`config.mk`:
```
export PLATFORM = sky130hd
export DESIGN_NAME = id_hazard_scoreboard
export DESIGN_NICKNAME = d
export VERILOG_FILES = /design/src/rtl/cpu_pkg.sv /design/src/rtl/sb_entry.sv /design/src/rtl/id_hazard_scoreboard.sv
export SDC_FILE = /design/constraint.sdc
export NUM_CORES = 1
export LEC_CHECK = 0
export ABC_AREA = 1
export CORE_MARGIN = 2
export CORE_UTILIZATION = 30
export DETAILED_ROUTE_END_ITERATION = 6
export REMOVE_ABC_BUFFERS = 1
export SLEW_MARGIN = 20
export SYNTH_ARGS = -nofsm -noshare
export SYNTH_HDL_FRONTEND = slang
export SYNTH_HIERARCHICAL = 1
export SYNTH_SLANG_ARGS = --single-unit
```
`constraint.sdc`:
```
create_clock -name clk -period 3.28 [get_ports clk]
set_input_delay 0.656 -clock clk [delete_from_list [all_inputs] [get_ports clk]]
set_output_delay 0.656 -clock clk [all_outputs]
set_load 0.03 [all_outputs]
```
`src/rtl/cpu_pkg.sv`:
```
// rtl/cpu_pkg.sv - shared register-tag widths, issue slots, A-op NOP codes and latency defaults
package cpu_pkg;

    localparam int TAG_W    = 5;
    localparam int NUM_REGS = 32;

    typedef enum logic [1:0] {
        SLOT_A0 = 2'd0,
        SLOT_A1 = 2'd1,
        SLOT_M  = 2'd2,
        SLOT_LS = 2'd3
    } slot_e;

    localparam logic [3:0] AOP_NOP  = 4'b1111;
    localparam logic [3:0] AOP_JMPI = 4'b1101;

    localparam int ALU_LAT_DEF = 1;
    localparam int MUL_LAT_DEF = 2;
    localparam int LD_LAT_DEF  = 3;

    function automatic logic a_op_no_write(input logic [3:0] op);
        return (op == AOP_NOP) || (op == AOP_JMPI);
    endfunction

endpackage

```
`src/rtl/sb_entry.sv`:
```
// rtl/sb_entry.sv - one register's in-flight countdown; busy while nonzero
module sb_entry #(
    parameter int CNT_W = 2
) (
    input  logic             clk,
    input  logic             rst_n,
    input  logic             dec_en,
    input  logic             load_en,
    input  logic [CNT_W-1:0] load_val,
    output logic             busy
);

    logic [CNT_W-1:0] cnt_q;
    logic [CNT_W-1:0] cnt_d;
    logic [CNT_W-1:0] cnt_dec;

    always_comb begin
        cnt_dec = cnt_q;
        if (dec_en && (cnt_q != '0)) begin
            cnt_dec = cnt_q - CNT_W'(1);
        end
        cnt_d = cnt_dec;
        // A new writer never shortens a longer pending result.
        if (load_en && (load_val > cnt_dec)) begin
            cnt_d = load_val;
        end
    end

    always_ff @(posedge clk or negedge rst_n) begin
        if (!rst_n) begin
            cnt_q <= '0;
        end else begin
            cnt_q <= cnt_d;
        end
    end

    assign busy = (cnt_q != '0);

endmodule

```
`src/rtl/id_hazard_scoreboard.sv`:
```
// rtl/id_hazard_scoreboard.sv - decode-stage RAW scoreboard producing the ID/EX stall
// Optional SB_PERF_CNT_EN adds a saturating stall_cycles hazard counter.
module id_hazard_scoreboard
    import cpu_pkg::*;
#(
    parameter int ALU_LAT = ALU_LAT_DEF,
    parameter int MUL_LAT = MUL_LAT_DEF,
    parameter int LD_LAT  = LD_LAT_DEF,
    parameter int CNT_W   = 2
) (
    input  logic          clk,
    input  logic          rst_n,
    input  logic          id_valid,
    input  logic          ext_stall,
    input  logic          flush,
    input  logic          a0cnd,
    input  logic          a1cnd,
    input  logic          mcnd,
    input  logic          lscnd,
    input  logic [44:0]   src_tags,
    input  logic [19:0]   rd_tags,
    input  logic [1:0]    a_nop,
    input  logic          m_en,
    input  logic [1:0]    ls_op,
    output logic          stall,
    output logic [31:0]   busy,
`ifdef SB_PERF_CNT_EN
    output logic [15:0]   stall_cycles,
`endif
    output logic          waw_err
);

    logic [TAG_W-1:0]    rd [4];
    logic [CNT_W-1:0]    lat_m1 [4];
    logic [3:0]          we;
    logic [TAG_W-1:0]    src_k;
    logic [NUM_REGS-1:0] busy_w;
    logic                hazard;
    logic                issue;
    logic                waw_hit;
    logic                waw_err_q;
    logic                waw_err_d;

    always_comb begin
        lat_m1[SLOT_A0] = CNT_W'(ALU_LAT - 1);
        lat_m1[SLOT_A1] = CNT_W'(ALU_LAT - 1);
        lat_m1[SLOT_M]  = CNT_W'(MUL_LAT - 1);
        lat_m1[SLOT_LS] = CNT_W'(LD_LAT - 1);
    end

    always_comb begin
        for (int i = 0; i < 4; i++) begin
            rd[i] = rd_tags[(3 - i) * TAG_W +: TAG_W];
        end
    end

    always_comb begin
        hazard = 1'b0;
        src_k  = '0;
        for (int k = 0; k < 9; k++) begin
            src_k = src_tags[k * TAG_W +: TAG_W];
            if ((src_k != '0) && busy_w[src_k]) begin
                hazard = 1'b1;
            end
        end
        hazard = hazard && id_valid;
    end

    assign stall = hazard | ext_stall;
    assign issue = id_valid && !stall && !flush;

    always_comb begin
        we[SLOT_A0] = issue && !a0cnd && !a_nop[1] && (rd[SLOT_A0] != '0);
        we[SLOT_A1] = issue && !a1cnd && !a_nop[0] && (rd[SLOT_A1] != '0);
        we[SLOT_M]  = issue && !mcnd && m_en && (rd[SLOT_M] != '0);
        we[SLOT_LS] = issue && !lscnd && (ls_op == 2'b10) && (rd[SLOT_LS] != '0);
    end

    always_comb begin
        waw_hit = 1'b0;
        for (int i = 0; i < 4; i++) begin
            for (int j = i + 1; j < 4; j++) begin
                if (we[i] && we[j] && (rd[i] == rd[j])) begin
                    waw_hit = 1'b1;
                end
            end
        end
        waw_err_d = waw_hit;
    end

    assign busy_w[0] = 1'b0;

    for (genvar r = 1; r < NUM_REGS; r++) begin : g_entry
        logic             ld_en;
        logic [CNT_W-1:0] ld_val;

        // Slots scanned a0..ls so the highest-priority writer's latency wins.
        always_comb begin
            ld_en  = 1'b0;
            ld_val = '0;
            for (int i = 0; i < 4; i++) begin
                if (we[i] && (rd[i] == TAG_W'(r))) begin
                    ld_en  = 1'b1;
                    ld_val = lat_m1[i];
                end
            end
        end

        sb_entry #(
            .CNT_W   (CNT_W)
        ) u_entry (
            .clk     (clk),
            .rst_n   (rst_n),
            .dec_en  (!ext_stall),
            .load_en (ld_en),
            .load_val(ld_val),
            .busy    (busy_w[r])
        );
    end

    always_ff @(posedge clk or negedge rst_n) begin
        if (!rst_n) begin
            waw_err_q <= 1'b0;
        end else begin
            waw_err_q <= waw_err_d;
        end
    end

    assign waw_err = waw_err_q;
    assign busy    = busy_w;

`ifdef SB_PERF_CNT_EN
    logic [15:0] stall_cycles_q;
    logic [15:0] stall_cycles_d;

    always_comb begin
        stall_cycles_d = stall_cycles_q;
        if (hazard && (stall_cycles_q != 16'hFFFF)) begin
            stall_cycles_d = stall_cycles_q + 16'd1;
        end
    end

    always_ff @(posedge clk or negedge rst_n) begin
        if (!rst_n) begin
            stall_cycles_q <= '0;
        end else begin
            stall_cycles_q <= stall_cycles_d;
        end
    end

    assign stall_cycles = stall_cycles_q;
`endif

endmodule

```
==> metrics <==
outcome=finished, violations left; failing checks=setup timing; Worst path max stage delay=0.60 ns; Crit path top cell by count=nand2_1; CP Launch Type=primary input; Final Hold Fails=0; maximum VDD drop=217 uV; Pwr Density=approximately 150 mW/mm^2; post-synth design cell area=0.0116 sq mm; Max FO, Critical Path=7; total number of vias=~15000; Core Rows=72; # diodes=0; Die Span Y=201 microns; final setup vio count=62; Max Slew Vio Count=0; Worst path slowest cell=clkdlybuf4s50_1; CTS Hold Buffers Added=0; Syn Inst Count=2137; main area contributors after synthesis=nand2_1 23%, nand3_1 16%, dfrtp_1 14%; HP Class=in -> async; Synth async-reset ratio=100%; largest net degree at the start of global routing=73; Clock Power Share=41.3%; Placeable Area=0.0385 sq mm; CTS H-tree depth=3; combinational share of power=between 20% and 30%; Critical Path End Type=flip-flop; Max clock buf depth=2; first-pass GRT wire length=74100 microns; GRT overflow=0; Final Cell Area=0.0175 sq mm; layout cells sized above 1=between 20 and 30%; Synth cell types=37; CP top delay family=simple AND/OR/NAND/NOR gates; Int Pwr=0.00178 W; final total power=between 0.002 and 0.003 W; count leader, synth=nand2_1; Required @ worst endpoint=between 3 and 4 ns; io pins=~110; critical path type=in -> reg; Fmax achieved=283 MHz; DRC viols=0; mean post-synth cell area=5.45 sq um; top cells by count, synth=706 x nand2_1, 398 x inv_1, 363 x nand3_1; RSZ-0062 raised after global routing=yes; fillcell total=3926; leakage power=roughly 8.1 nW; vias in the first global route=14080; Final Skew=0.0138 ns; PortBufs=111; initial core utilization=between 30 and 40%; worst path cell trace=clkdlybuf4s50_1 > inv_2 > a21oi_1 > nand3_1 > nand3_1 > nand3_1 > nand2_1 > nand2_1 > inv_1 > nand2_2 > nor2_4 > nand4_4 > nor2_4 > buf_12 > nand2_8 > buf_6 > nor2_4 > nor2_2 > inv_1 > ha_1 > a21oi_2 > nand2_1 > nand2_1 > nand2_1; total track usage=between 20 and 25%; die footprint=0.0404 sq mm; # clock sinks=63; CP arrival=3.76 ns; sequential element share of the synthesized area=13.5%; WL per Instance=between 15 and 20 microns; Routed WL=48300 microns; First-pass DRT Iterations=6; Synth top area share=22.8%; First DRT Iteration DRCs=1305; CTS tree=yes; fin worst setup slack=-0.249 ns; Primary FF master, synth=dfrtp_1; max-cap viol count=0; Slew HR=55.3%; Placer Congestion=1.03; Clock Pin Slew Worst Setup and Hold Paths=approximately 0.060 ns; Area Overhead vs Synth=50.0%; vias per cell=4.98; Post-synth EDFFs=0; Flop pwr share=29.8%; Final min period=3.53 ns; net switching power figure=between 0.0008 and 0.0009 W; Yosys top cell by area=nand2_1; Worst-Skew Late Latency=0.35 ns; worst slew pin tran=0.669 ns; worst path bufs/invs=6; sw frac=a little under a third; antenna-violating nets left=0; period utilization=108%; number of synthesized register bits=63; Synthesis Warnings=6; die width=roughly 200 microns; Final nets=roughly 2700; initial antenna violation count=1; dpl cell area=between 0.015 and 0.02 sq mm; Root Driver=clkbuf_16; post-DP HPWL=35300 microns; total CTS buffers=9
## cells by family after synthesis
logic type	synth area share, %
other	0.0322
adders and majority gates	10.0
DFF	13.5
AOI/OAI and AO/OA	5.86
and+or+nand+nor	52.7
xor gates and xnor gates	0.376
buffers and inverters	17.5
## power groups by stage
stage,Combinational [W],Sequential (W),Clock [W]
finish,0.000754,0.000778,0.00108
global route,0.000816,0.000777,0.00113
CTS,0.000725,0.000777,0.00110
detailed placement,0.000691,0.000791,0
global placement,0.000692,0.000791,0
floorplan,0.000291,0.000792,0
## final cells by class
| class | count | area (sq um) | area share, % |
|---|---|---|---|
| clock inverters | 3 | 65.1 | 0.373 |
| inverters | 444 | 1760 | 10.1 |
| clock buffers | 13 | 260 | 1.49 |
| well taps | 518 | 648 | 3.71 |
| multi-input cells | 1572 | 9240 | 52.9 |
| repair buffers | 406 | 3910 | 22.4 |
| flip-flops and latches | 63 | 1580 | 9.03 |
## layout by cell type (no fill, tap or decap), types with 19 or more instances in the layout
master and count:
ha_1 60, buf_12 28, inv_1 332, nand2_2 92
buf_4 231, nand3_2 24, dlygate4sd2_1 19, inv_2 86
nand4_1 65, nand2_1 675, nor2_4 48, nor2_2 25
clkdlybuf4s50_1 83, buf_6 28, dfrtp_1 63, nand3_1 327
nor2_1 95, ha_4 29
## registers in the layout, summed over array words and instances (netlist names)
name / flops
waw_err: 1
g_entry.u_entry/cnt_q: 62
## per-stage QoR
step	cells	hold WS (ns)	setup TNS (ns)	worst slack (ns)	util (%)
after floorplan	2077	0.360	-81.91	-1.31	-
after global placement	2936	0.573	-47.60	-0.828	39.2
after detailed placement	2936	0.578	-52.47	-0.893	39.2
after CTS	3002	0.210	-10.06	-0.232	43.3
after global routing	3019	0.234	-24.15	-0.454	45.4
final	3019	0.219	-11.38	-0.249	45.4
## final timing paths
check / start / end / slack [ns] / depth (start not counted)
worst min register to register: g_entry[5].u_entry/cnt_q[1]$_DFF_PN0_ / g_entry[5].u_entry/cnt_q[1]$_DFF_PN0_ / 0.59 / 4
worst min-delay path: rst_n / g_entry[23].u_entry/cnt_q[0]$_DFF_PN0_ / 0.22 / 1
max in group asynchronous: rst_n / g_entry[15].u_entry/cnt_q[1]$_DFF_PN0_ / 2.26 / 2
worst max register to register: g_entry[2].u_entry/cnt_q[0]$_DFF_PN0_ / g_entry[15].u_entry/cnt_q[1]$_DFF_PN0_ / -0.24 / 30
worst max-delay path: src_tags[2] / g_entry[15].u_entry/cnt_q[1]$_DFF_PN0_ / -0.25 / 24
min in group clk: g_entry[5].u_entry/cnt_q[1]$_DFF_PN0_ / g_entry[5].u_entry/cnt_q[1]$_DFF_PN0_ / 0.59 / 4
## metal layers
metal  share of wire, %  track usage [%]
met5              0.033                0
met4                4.2             9.18
met2                 46             37.6
met3                6.7             3.31
met1                 43             30.0
## timing repair
item | in CTS | in global routing
resized for setup | 213 | 180
gates cloned | 8 | 1
pin swaps | 91 | 104
endpoints found under the setup margin | 63 | 64
setup buffers | 43 | 18
endpoints found under the hold margin | 0 | 0
Power figures use the tool's default switching activity.
